### src/rtl/tdm_demultiplexer.sv
// Receive side of a 4-lane TDM link: collects one beat per slot and presents
// the lanes of each complete frame on registered outputs.
module tdm_demultiplexer #(
  parameter int WIDTH = 4
) (
  input  logic             clk,
  input  logic             reset,
  input  logic             in_valid,
  input  logic [WIDTH-1:0] in_data,
  input  logic             frame_start,
  output logic [WIDTH-1:0] out0,
  output logic [WIDTH-1:0] out1,
  output logic [WIDTH-1:0] out2,
  output logic [WIDTH-1:0] out3,
  output logic             out_valid,
  output logic             frame_error,
  output logic             address0,
  output logic             address1
);

  typedef enum logic {
    HUNT    = 1'b0,
    COLLECT = 1'b1
  } state_t;

  state_t           state_q, state_d;
  logic [1:0]       slot_q, slot_d;
  logic [WIDTH-1:0] stage_q [3];
  logic [WIDTH-1:0] stage_d [3];
  logic [WIDTH-1:0] out_q   [4];
  logic [WIDTH-1:0] out_d   [4];
  logic             out_valid_q, out_valid_d;
  logic             frame_error_q, frame_error_d;

  always_comb begin
    state_d       = state_q;
    slot_d        = slot_q;
    stage_d       = stage_q;
    out_d         = out_q;
    out_valid_d   = 1'b0;
    frame_error_d = 1'b0;

    if (in_valid) begin
      if (frame_start) begin
        // A start beat always opens a new frame; inside an open frame it
        // aborts the partial one, which is simply overwritten later.
        frame_error_d = (state_q == COLLECT);
        stage_d[0]    = in_data;
        slot_d        = 2'd1;
        state_d       = COLLECT;
      end else if (state_q == COLLECT) begin
        case (slot_q)
          2'd1: begin
            stage_d[1] = in_data;
            slot_d     = 2'd2;
          end
          2'd2: begin
            stage_d[2] = in_data;
            slot_d     = 2'd3;
          end
          2'd3: begin
            // Lane 3 bypasses staging so the frame lands on this same edge.
            out_d[0]    = stage_q[0];
            out_d[1]    = stage_q[1];
            out_d[2]    = stage_q[2];
            out_d[3]    = in_data;
            out_valid_d = 1'b1;
            slot_d      = 2'd0;
            state_d     = HUNT;
          end
          default: begin
            slot_d = slot_q;
          end
        endcase
      end
    end
  end

  always_ff @(posedge clk or posedge reset) begin
    if (reset) begin
      state_q       <= HUNT;
      slot_q        <= 2'd0;
      stage_q       <= '{default: '0};
      out_q         <= '{default: '0};
      out_valid_q   <= 1'b0;
      frame_error_q <= 1'b0;
    end else begin
      state_q       <= state_d;
      slot_q        <= slot_d;
      stage_q       <= stage_d;
      out_q         <= out_d;
      out_valid_q   <= out_valid_d;
      frame_error_q <= frame_error_d;
    end
  end

  assign out0        = out_q[0];
  assign out1        = out_q[1];
  assign out2        = out_q[2];
  assign out3        = out_q[3];
  assign out_valid   = out_valid_q;
  assign frame_error = frame_error_q;
  assign address0    = slot_q[0];
  assign address1    = slot_q[1];

endmodule

### config.mk
export PLATFORM = sky130hd
export DESIGN_NAME = tdm_demultiplexer
export DESIGN_NICKNAME = d
export VERILOG_FILES = /design/src/rtl/tdm_demultiplexer.sv
export SDC_FILE = /design/constraint.sdc
export NUM_CORES = 1
export LEC_CHECK = 0
export CAP_MARGIN = 20
export CELL_PAD_IN_SITES_DETAIL_PLACEMENT = 1
export CELL_PAD_IN_SITES_GLOBAL_PLACEMENT = 1
export CORE_ASPECT_RATIO = 1.2
export CORE_MARGIN = 8
export CORE_UTILIZATION = 37
export CTS_BUF_LIST = sky130_fd_sc_hd__clkbuf_16
export DETAILED_ROUTE_END_ITERATION = 8
export MAX_ROUTING_LAYER = met4
export PLACE_DENSITY_LB_ADDON = 0.12
export SYNTH_ARGS = -nofsm -noshare
export SYNTH_HDL_FRONTEND = slang
export SYNTH_SLANG_ARGS = --single-unit
### constraint.sdc
create_clock -name clk -period 1.5 [get_ports clk]
set_input_delay 0.375 -clock clk [delete_from_list [all_inputs] [get_ports clk]]
set_output_delay 0.375 -clock clk [all_outputs]
set_load 0.01 [all_outputs]
# Word level (Yosys, flattened, before mapping)
# Cells that the tools add are included.
[totals]
elab_cells = 34
reg_bits = 33
output_inout_bits = 20
[op_classes]
n_reduce_logical = 7
n_eq_ne = 3
mux = 12
n_bitwise = 1
[op_table]
columns = ["cell", "n"]
rows = [
  ["AND reduction 4 bit", 3],
  ["2-to-1 mux 1 bit", 9],
  ["one-hot mux 2 bit (3 select lines)", 1],
  ["== test 2 bit (second input constant)", 2],
  ["2-to-1 mux 2 bit", 2],
  ["nonzero test 4 bit", 1],
  ["AND reduction 3 bit", 1],
  ["== test 2 x 1 -> 1 bit (second input constant)", 1],
  ["AND reduction 2 bit", 1],
  ["nonzero test 2 bit", 1],
  ["NOT 1 bit", 1],
]

# Logic depth before layout (Yosys ltp)
[depth]
depth_word = 5
mapped_depth = 4
ltp_nobuf = 3

# Least setup slack after synthesis
# OpenSTA, ideal clock, no wires.
[synth_timing]
path_type = "register to register"
from = "reg slot_q[0]"
to = "reg out_q (netlist bit out0[3])"
n_path_buf = 1
path_slack_ps = -45
t_arrival_ps = 1420
period_less_slack_ps = 1545
t_required_ps = 1375
setup_time_ps = 125
stages_incl_launch_ff = 5
path_cell_list = "dfrtp_1 > nand2_1 > nor3_4 > buf_12 > mux2_4"
[synth_via]
elab_chain_cells = 2
[synth_rtl]
columns = ["item", "line", "text"]
rows = [
  ["start, declared", "27", "logic [1:0] slot_q, slot_d;"],
  ["start signal, assigned", "89", "slot_q <= slot_d;"],
  ["== test 2 bit", "52", "case (slot_q)"],
  ["AND reduction 4 bit (no line)", "-", ""],
  ["end signal, assigned", "91", "out_q <= out_d;"],
  ["end, declared", "30", "logic [WIDTH-1:0] out_q [4];"],
]
# Every way passes these cells.
# A chain may end at the register's enable or synchronous reset.

# Worst setup path after layout
[layout_timing]
from = "reg state_q"
to = "reg stage_q[2] in the netlist's numbering"
[layout_via]
elab_chain_cells = 1
[layout_rtl]
columns = ["item", "line", "text"]
rows = [
  ["start, declared", "26", "state_t state_q, state_d;"],
  ["start signal, assigned", "88", "state_q <= state_d;"],
  ["AND reduction 4 bit (no line)", "-", ""],
  ["end signal, assigned", "90", "stage_q <= stage_d;"],
  ["end, declared", "28", "logic [WIDTH-1:0] stage_q [3];"],
]
# Every way passes these cells.

==> qor.csv <==
metric;value;unit
# hold bufs at CTS;0;
Synth cell types;14;
critical path arrival;1.67;ns
maxcap violations;0;
Synth Warn #;0;
number of DRC markers in iteration 0;25;
FP Rows;24;
endpoints failing hold;0;
final period utilization;1.01;
overflow left after global routing;0;
sequential area share after synthesis;0.616;
die area;0.00582;mm²
Sw Pwr;0.931;mW
top cells by area, synth;dfrtp_1 62%, mux2_2 16%, mux2_4 10%, nor4b_4 3.5%, nand2_1 2.0%;
Clk pwr share;0.350;
final core utilization;0.567;
Combinational Power Share;0.270;
CTS tree;built;
worst-skew pair later-pin latency;0.28;ns
status;finished, violations left;
Setup Crit Path Kind;flip-flop to flip-flop;
power density cells;1850;mW/mm²
Worst slew margin;0.825;
Post-DP Area;0.00173;mm²
drt total wl;3250;µm
Least-Margin Pin Slew;0.262;ns
maximum VDD drop;0.000963;V
Final setup viols;9;
die width;71.0;µm
Synth Instances;80;
failing checks;setup timing;
Design Power;3.71;mW
internal power;2.78;mW
largest net degree at the start of global routing;34;
# IOs;28;
final-stage net count;137;
vias per cell;5.02;
post-synth top area share;0.616;
Area growth, synth to finish;49.8;%
CP max FO;4;
Final Instance Area;0.00201;mm²
pins over their slew limit;0;
gr usage total;0.130;
endpoint class of the critical path;flip-flop;
I/O Buffers;27;
layout cells sized above 1;0.469;
Post-Syn Area;0.00134;mm²
DR WL/cell;19.2;µm
Crit path required time;1.65;ns
first-pass GRT wire length;5360;µm
H-tree Lvls;2;
Clock transition at path regs;0.05;ns
CP max stage delay;0.41;ns
worst hold path class;input port to async pin;
Synth area leader;dfrtp_1;
Seq pwr share;0.380;
Syn Nets;88;
Crit path top cell by count;buf_4;
Max Clock Skew;0.00580;ns
Starting Density;0.379;
RD Place Congestion;0.684;
Fillers;342;
ANT nets after route;0;
Buffers & Inverters on Critical Path;2;
Pleak;1.02;nW
TritonRoute pass-1 iters;4;
TritonCTS Buffers;5;
Syn Area/Cell;16.8;µm²
f_max;0.659;GHz
synthesized flop and latch total;33;
CTS root buf;clkbuf_16;
minimum clock period;1.52;ns
Worst path slowest cell;dfrtp_2;
die height;82.0;µm
RSZ-0062 raised after global routing;true;
Remaining DRCs;0;
clk sinks;33;
CP cell instances;nand2_4 > buf_4 > nor4b_4 > buf_4 > mux2_4;
initial antenna violation count;0;
vias in the first global route;971;
setup slack after layout;-0.0167;ns
n_diodes;0;
Sw Ratio;0.251;
crit path launch type;flip-flop;
worst hold margin;0.445;ns
core box area;0.00354;mm²
Final HPWL DP;2050;µm
vias post-DR;849;
cell family contributing the most delay on the critical path;flip-flops;
Max clock buf depth;2;
metal layers:
metal	share of wire	GRT usage
met1	0.40	0.132
met2	0.54	0.214
met3	0.048	0.0549
met4	0.012	0.0688
met5	0	-
cell type report:
type | count | area [µm²] | share of cell area
repair buffers | 43 | 415 | 0.207
flip-flops and latches | 33 | 830 | 0.413
multi-input cells | 45 | 522 | 0.260
clock buffers | 5 | 125 | 0.0623
well taps | 39 | 48.8 | 0.0243
inverters | 1 | 3.75 | 0.00187
clock inverters | 3 | 65.1 | 0.0324
power by group through the flow:
stage / registers, mW / logic (mW) / clock network (mW)
floorplan: 1.47 / 0.416 / 0
global placement: 1.42 / 0.991 / 0
detailed placement: 1.43 / 1.03 / 0
CTS: 1.41 / 0.959 / 1.32
global route: 1.45 / 1.10 / 1.38
finish: 1.41 / 1.00 / 1.30
per-stage QoR:
step                      std cells  setup TNS, ns  worst slack (ns)
after CTS                       166        -0.0119          -0.00785
after global placement          153         -10.08            -0.390
after floorplan                  80              0           0.00277
after detailed placement        153         -10.61            -0.433
after global routing            169         -0.632           -0.0680
final                           169        -0.0893           -0.0167
cell usage in the layout (no fill, tap or decap):
master	synthesis	layout
clkdlybuf4s50_1	0	5
nor4b_4	2	2
a21o_1	2	2
inv_1	1	1
dfrtp_2	0	3
bufbuf_16	0	1
buf_12	1	1
mux2_2	19	13
and3b_1	1	1
mux2_4	9	15
dfrtp_1	33	30
clkinv_2	0	1
dlygate4sd2_1	0	21
clkbuf_16	0	5
nand2_1	7	6
dlymetal6s2s_1	0	1
bufinv_16	0	2
and3_2	1	1
buf_4	0	11
o21ai_0	1	1
nand3_1	1	1
nor3_4	1	1
nand2_4	1	2
buf_6	0	3
cells in the mapped netlist:
library cell,n
a21o_1,2
and3_2,1
and3b_1,1
buf_12,1
dfrtp_1,33
inv_1,1
mux2_2,19
mux2_4,9
nand2_1,7
nand2_4,1
nand3_1,1
nor3_4,1
nor4b_4,2
o21ai_0,1
flip-flops by register name, indices dropped and copies added (netlist names):
name,count
stage_q,12
out0,4
out1,4
out2,4
out3,4
slot_q,2
frame_error,1
out_valid,1
state_q,1
worst reg2reg max path, cell delays in order, from the launching register on:
cell and delay, ns:
dfrtp_2 0.41, nand2_4 0.08, buf_4 0.15, nor4b_4 0.25, buf_4 0.19, mux2_4 0.31
worst paths after layout:
kind	startpoint	endpoint	slack [ns]	cells after the start
setup / recovery	state_q	stage_q[2]	-0.02	5
hold / removal	reset	out2[0]	0.44	3
setup reg to reg	state_q	stage_q[2]	-0.02	5
hold reg to reg	out2[2]	out2[2]	0.50	1
max in group asynchronous	reset	state_q	0.87	3
min in group clk	out2[2]	out2[2]	0.50	1
what timing repair did:
action,4_1_cts,5_1_grt
buffers inserted,5,5
pin swaps,2,3
endpoints found under the setup margin,47,19
endpoints found under the hold margin,0,0
cloned,1,0
gates resized for setup,28,6
logic make-up (layout without fill, tap and decap cells):
group / Yosys count / count (layout) / share of synthesized area
flip-flops: 33 / 33 / 0.616
AND/OR/NAND/NOR: 14 / 14 / 0.0914
multiplexers: 28 / 28 / 0.260
AO/OA/AOI/OAI: 3 / 3 / 0.0149
buffers and inverters: 2 / 52 / 0.0177
Note: power is estimated with default switching activity, not from simulation.
==> variant 1: new RTL, same flow settings <==
`WIDTH`: 4 -> 6.
--- a/src/rtl/tdm_demultiplexer.sv
+++ b/src/rtl/tdm_demultiplexer.sv
@@ -3,3 +3,3 @@
 module tdm_demultiplexer #(
-  parameter int WIDTH = 4
+  parameter int WIDTH = 6
 ) (
Ports: changed (5 resized); port bits go from 28 to 38. No check against the original RTL was run, so the function may have changed too.
==> variant 1 against the unedited design <==
Sequential cell count is 14 higher. Total power up 26%. Wire length grew 36%. Final area rose by 34%. Synthesized area rose by 35%. Setup slack better by 33 ps. Core utilization is 0.91 points lower. Maximum frequency grew 2.2%. Largest cell class unchanged.
==> variant 1: results (changes against the unedited design) <==
grt_max_degree: 20  # -41%
drt_iter0_drc: 24  # -4.0%
setup_viol: 0  # -9
place_congestion: 0.809  # +18%
crit_arrival_ps: 1650  # -20 ps
placed_area_um2: 2380  # +38%
peakVddDrop_v: 0.000899  # -6.6%
leakage_nw: 1.35  # +32%
grt_pass1_wl_um: 6890  # +28%
cp-startpoint: "slot_q[1]"
crit_family: "buffers and inverters"
grt_usage_pct: 12.7  # -0.37 points
outcome: "finished clean"
stdcell_count: 234  # +38%
synth_compound_area_share_pct: 1.10  # -0.39 points
synth_mux_area_share_pct: 26.0  # about the same
cp_slowest_stage_delay_ps: 360  # -50 ps
top_register: "stage_q"
synthTopCellsByCount: "47 x dfrtp_1, 42 x mux2_2, 7 x nand2_1"
tightestPinTransition_ps: 346  # +83.6 ps
antenna_left: 0  # unchanged
p_int_mw: 3.42  # +23%
drive_above_1_share_pct: 45.4  # -1.5 points
overflow: 0  # unchanged
fin_setup_tns_ps: 0  # +89.3 ps
ys_top_cells_by_area: "dfrtp_1 65%, mux2_2 26%, nor4b_4 2.6%"
finClkSkew_ps: 2.78  # -3.01 ps
hpwl_um: 2920  # +42%
io_buffer_count: 37  # +37%
largest_reg_flops: 18  # +6
clkSlewWorstSetupHoldPaths_ps: 60
grt_pass1_vias: 1310  # +35%
syn_nets: 120  # +36%
final_nets: 183  # +34%
via_per_inst: 4.84  # -3.7%
seq_area_frac_synth_pct: 64.7  # +3.2 points
place_worst_setup_slack_ps: -477  # -43.6 ps
crit_fanout: 6  # +2
routedWlPerCell_um: 18.8  # -2.1%
clkLatencyLatePin_ps: 290
dp_cells: 220  # +44%
avgSynthCellArea_um2: 16.5  # -1.5%
cts_root_buf: "clkbuf_16"
[variant 1: worst register-to-register path, stage by stage (launching register included)]
cell and delay (ps):
dfrtp_2 360, buf_6 120, nand2_4 60, nor3_4 220
buf_6 160, buf_8 140, mux2_4 310
[variant 1: metal layers]
layer	GRT usage, %	vias up	part of all wire, %
met2	20.5	28	53
li1	-	511	-
met5	-	-	0
met3	3.97	10	4.5
met4	6.38	0	2.4
met1	13.6	583	40
[variant 1: cell type report]
| class | instances | area (um^2) |
|---|---|---|
| Timing Repair Buffer | 59 | 557 |
| Clock inverter | 3 | 42.5 |
| Multi-Input combinational cell | 59 | 716 |
| Inverter | 1 | 3.75 |
| Fill cell | 465 | 2140 |
| Tap cell | 60 | 75.1 |
| Clock buffer | 5 | 125 |
| Sequential cell | 47 | 1180 |
[variant 1: power by group through the flow]
stage / sequential, mW / combinational, mW / clock (mW)
3_5_place_dp: 2.01 / 1.41 / 0
2_1_floorplan: 2.09 / 0.508 / 0
6_report: 1.99 / 1.43 / 1.26
3_3_place_gp: 1.99 / 1.36 / 0
5_1_grt: 2.06 / 1.56 / 1.34
4_1_cts: 1.97 / 1.27 / 1.28
[variant 1: kinds of logic after synthesis]
| kind of cell | count (synthesis) |
|---|---|
| simple gates | 14 |
| compound gates | 3 |
| mux | 42 |
| buf+inv | 4 |
| flops | 47 |
[variant 1: worst paths after layout]
path,end,slack (ps),depth (start not counted)
worst min register to register,out3[2],500,1
worst max-delay path,out2[4],20,6
worst min-delay path,out2[5],370,2
worst max register to register,out2[4],20,6
max in group asynchronous,stage_q[15],720,3
min in group clk,out3[2],500,1
[variant 1: what timing repair did]
action / CTS / global route
setup endpoints to repair: 69 / 30
buffers inserted: 3 / 2
pin swaps: 1 / 2
gates resized for setup: 44 / 27
cloned: 2 / 0
==> variant 2: new RTL, same settings <==
Without the edit above. Add an input register stage for `in_valid`, `in_data` and `frame_start`, cleared by the reset; this delays them by one clock.
--- a/src/rtl/tdm_demultiplexer.sv
+++ b/src/rtl/tdm_demultiplexer.sv
@@ -25,2 +25,18 @@
 
+  logic in_valid_q;
+  logic [WIDTH-1:0] in_data_q;
+  logic frame_start_q;
+
+  always_ff @(posedge clk or posedge reset) begin
+    if (reset) begin
+      in_valid_q    <= '0;
+      in_data_q     <= '0;
+      frame_start_q <= '0;
+    end else begin
+      in_valid_q    <= in_valid;
+      in_data_q     <= in_data;
+      frame_start_q <= frame_start;
+    end
+  end
+
   state_t           state_q, state_d;
@@ -42,4 +58,4 @@
 
-    if (in_valid) begin
-      if (frame_start) begin
+    if (in_valid_q) begin
+      if (frame_start_q) begin
         // A start beat always opens a new frame; inside an open frame it
@@ -47,3 +63,3 @@
         frame_error_d = (state_q == COLLECT);
-        stage_d[0]    = in_data;
+        stage_d[0]    = in_data_q;
         slot_d        = 2'd1;
@@ -53,3 +69,3 @@
           2'd1: begin
-            stage_d[1] = in_data;
+            stage_d[1] = in_data_q;
             slot_d     = 2'd2;
@@ -57,3 +73,3 @@
           2'd2: begin
-            stage_d[2] = in_data;
+            stage_d[2] = in_data_q;
             slot_d     = 2'd3;
@@ -65,3 +81,3 @@
             out_d[2]    = stage_q[2];
-            out_d[3]    = in_data;
+            out_d[3]    = in_data_q;
             out_valid_d = 1'b1;
Behaviour: not the same (a bounded check fails within 4 cycles, from zero or initial values and one cycle with reset high).
==> variant 2 against the unedited design <==
Wire length down 10%. Non-clock buffer count down 8. Setup slack better by 57 ps. Synthesized area up 11%. Via count down 1.4%. Sequential cell count up 6. Total power up 5.8%. Die area up 8.8%. Final area up 2.2%. Largest power group unchanged.
==> variant 2: results (changes against the unedited design) <==
placed_area_um2: 1860  # +7.3%
cp_slowest_stage_delay_ps: 360  # -50 ps
hpwl_um: 1960  # -4.6%
final_nets: 135  # -1.5%
cts_buffer_depth: 2  # unchanged
seq_area_frac_synth_pct: 65.4  # +3.9 points
crit_fanout: 9  # +5
dp_cells: 170  # +11%
top_register: "stage_q"
cts_setup_buffers: 2  # -3
outcome: "finished clean"
grt_pass1_vias: 952  # -2.0%
clkSlewWorstSetupHoldPaths_ps: 50  # about the same
drt_iter0_drc: 66  # +160%
grt_pass1_wl_um: 5000  # -6.7%
firstDrtPassIters: 2  # -2
io_buffer_count: 27  # unchanged
routed_wl_um: 2930  # -10%
syn_nets: 94  # +6.8%
place_congestion: 0.679  # -0.75%
ys_async_sr_fraction_pct: 100  # unchanged
finClkSkew_ps: 2.73  # -3.06 ps
grt_usage_pct: 10.9  # -2.2 points
vias: 837  # -1.4%
crit_arrival_ps: 1620  # -50 ps
yosysWarningCount: 0  # unchanged
synth.distinct_cells: 14  # unchanged
ys_top_cells_by_area: "dfrtp_1 65%, mux2_2 14%, mux2_4 9.1%"
diodes: 0  # unchanged
drive_above_1_share_pct: 41.4  # -5.5 points
place_worst_setup_slack_ps: 33.7  # +467 ps
cts_root_buf: "clkbuf_16"
grt_max_degree: 40  # +18%
synthTopCellsByCount: "39 x dfrtp_1, 19 x mux2_2, 9 x mux2_4"
leakage_nw: 1.00  # -2.1%
peakVddDrop_v: 0.00103  # +6.7%
cp_slowest_cell: "dfrtp_2"
antenna_found_initial: 0  # unchanged
synthCells: 86  # +7.5%
nFillCells: 393  # +15%
cts_buffers: 5  # unchanged
via_per_inst: 4.60  # -8.5%
largest_reg_flops: 12  # unchanged
synth_ff_type: "dfrtp_1"
clkLatencyLatePin_ps: 280  # about the same
cts_resized: 20  # -29%
hold_class: "in -> async"
slew_headroom_pct: 77.1  # -5.4 points
synth_edf_count: 0  # unchanged
ctsHtreeMaxLevel: 2  # unchanged
==> variant 2: layout make-up <==
class | count | area (um^2) | share of cell area, %
flip-flops and latches | 39 | 981 | 47.8
well taps | 54 | 67.6 | 3.29
repair buffers | 35 | 318 | 15.5
clock inverters | 3 | 63.8 | 3.11
clock buffers | 5 | 125 | 6.09
multi-input cells | 45 | 494 | 24.1
inverters | 1 | 3.75 | 0.183
==> variant 2: cell families (layout without fill, tap and decap cells) <==
family,after synthesis,in the layout,share of synthesized area [%]
multiplexers,28,28,23.4
AO/OA/AOI/OAI,3,3,1.34
buffers and inverters,2,44,1.59
AND/OR/NAND/NOR,14,14,8.22
flip-flops,39,39,65.4
==> variant 2: critical path: cells and delay by family (launching register included) <==
family                 cells  cell delay [ps]
DFF                        1              360
and+or+nand+nor            2              260
buffers and inverters      2              390
muxes                      1              320
==> variant 2: routing by layer <==
layer	GRT usage [%]	up-vias	wire length, um
met5	-	-	0
met4	6.38	0	57
met3	3.97	4	162
met2	15.6	20	1470
met1	12.7	431	1230
li1	-	382	-
==> variant 2: power breakdown <==
group          leakage [nW]  internal (mW)  switching (mW)  total (mW)
clock network        0.0952          0.946           0.388        1.33
logic                 0.426          0.599           0.390       0.989
registers             0.479           1.41           0.193        1.60
total                  1.00           2.96           0.970        3.93
==> variant 2: final timing paths <==
kind                       cells past startpoint       from  slack, ps       to
setup / recovery                               5  slot_q[1]         40  out0[3]
hold / removal                                 3      reset        450  out3[0]
setup reg to reg                               5  slot_q[1]         40  out0[3]
hold reg to reg                                1    out1[1]        500  out1[1]
max in group asynchronous                      3      reset        850  state_q
min in group clk                               1    out1[1]        500  out1[1]
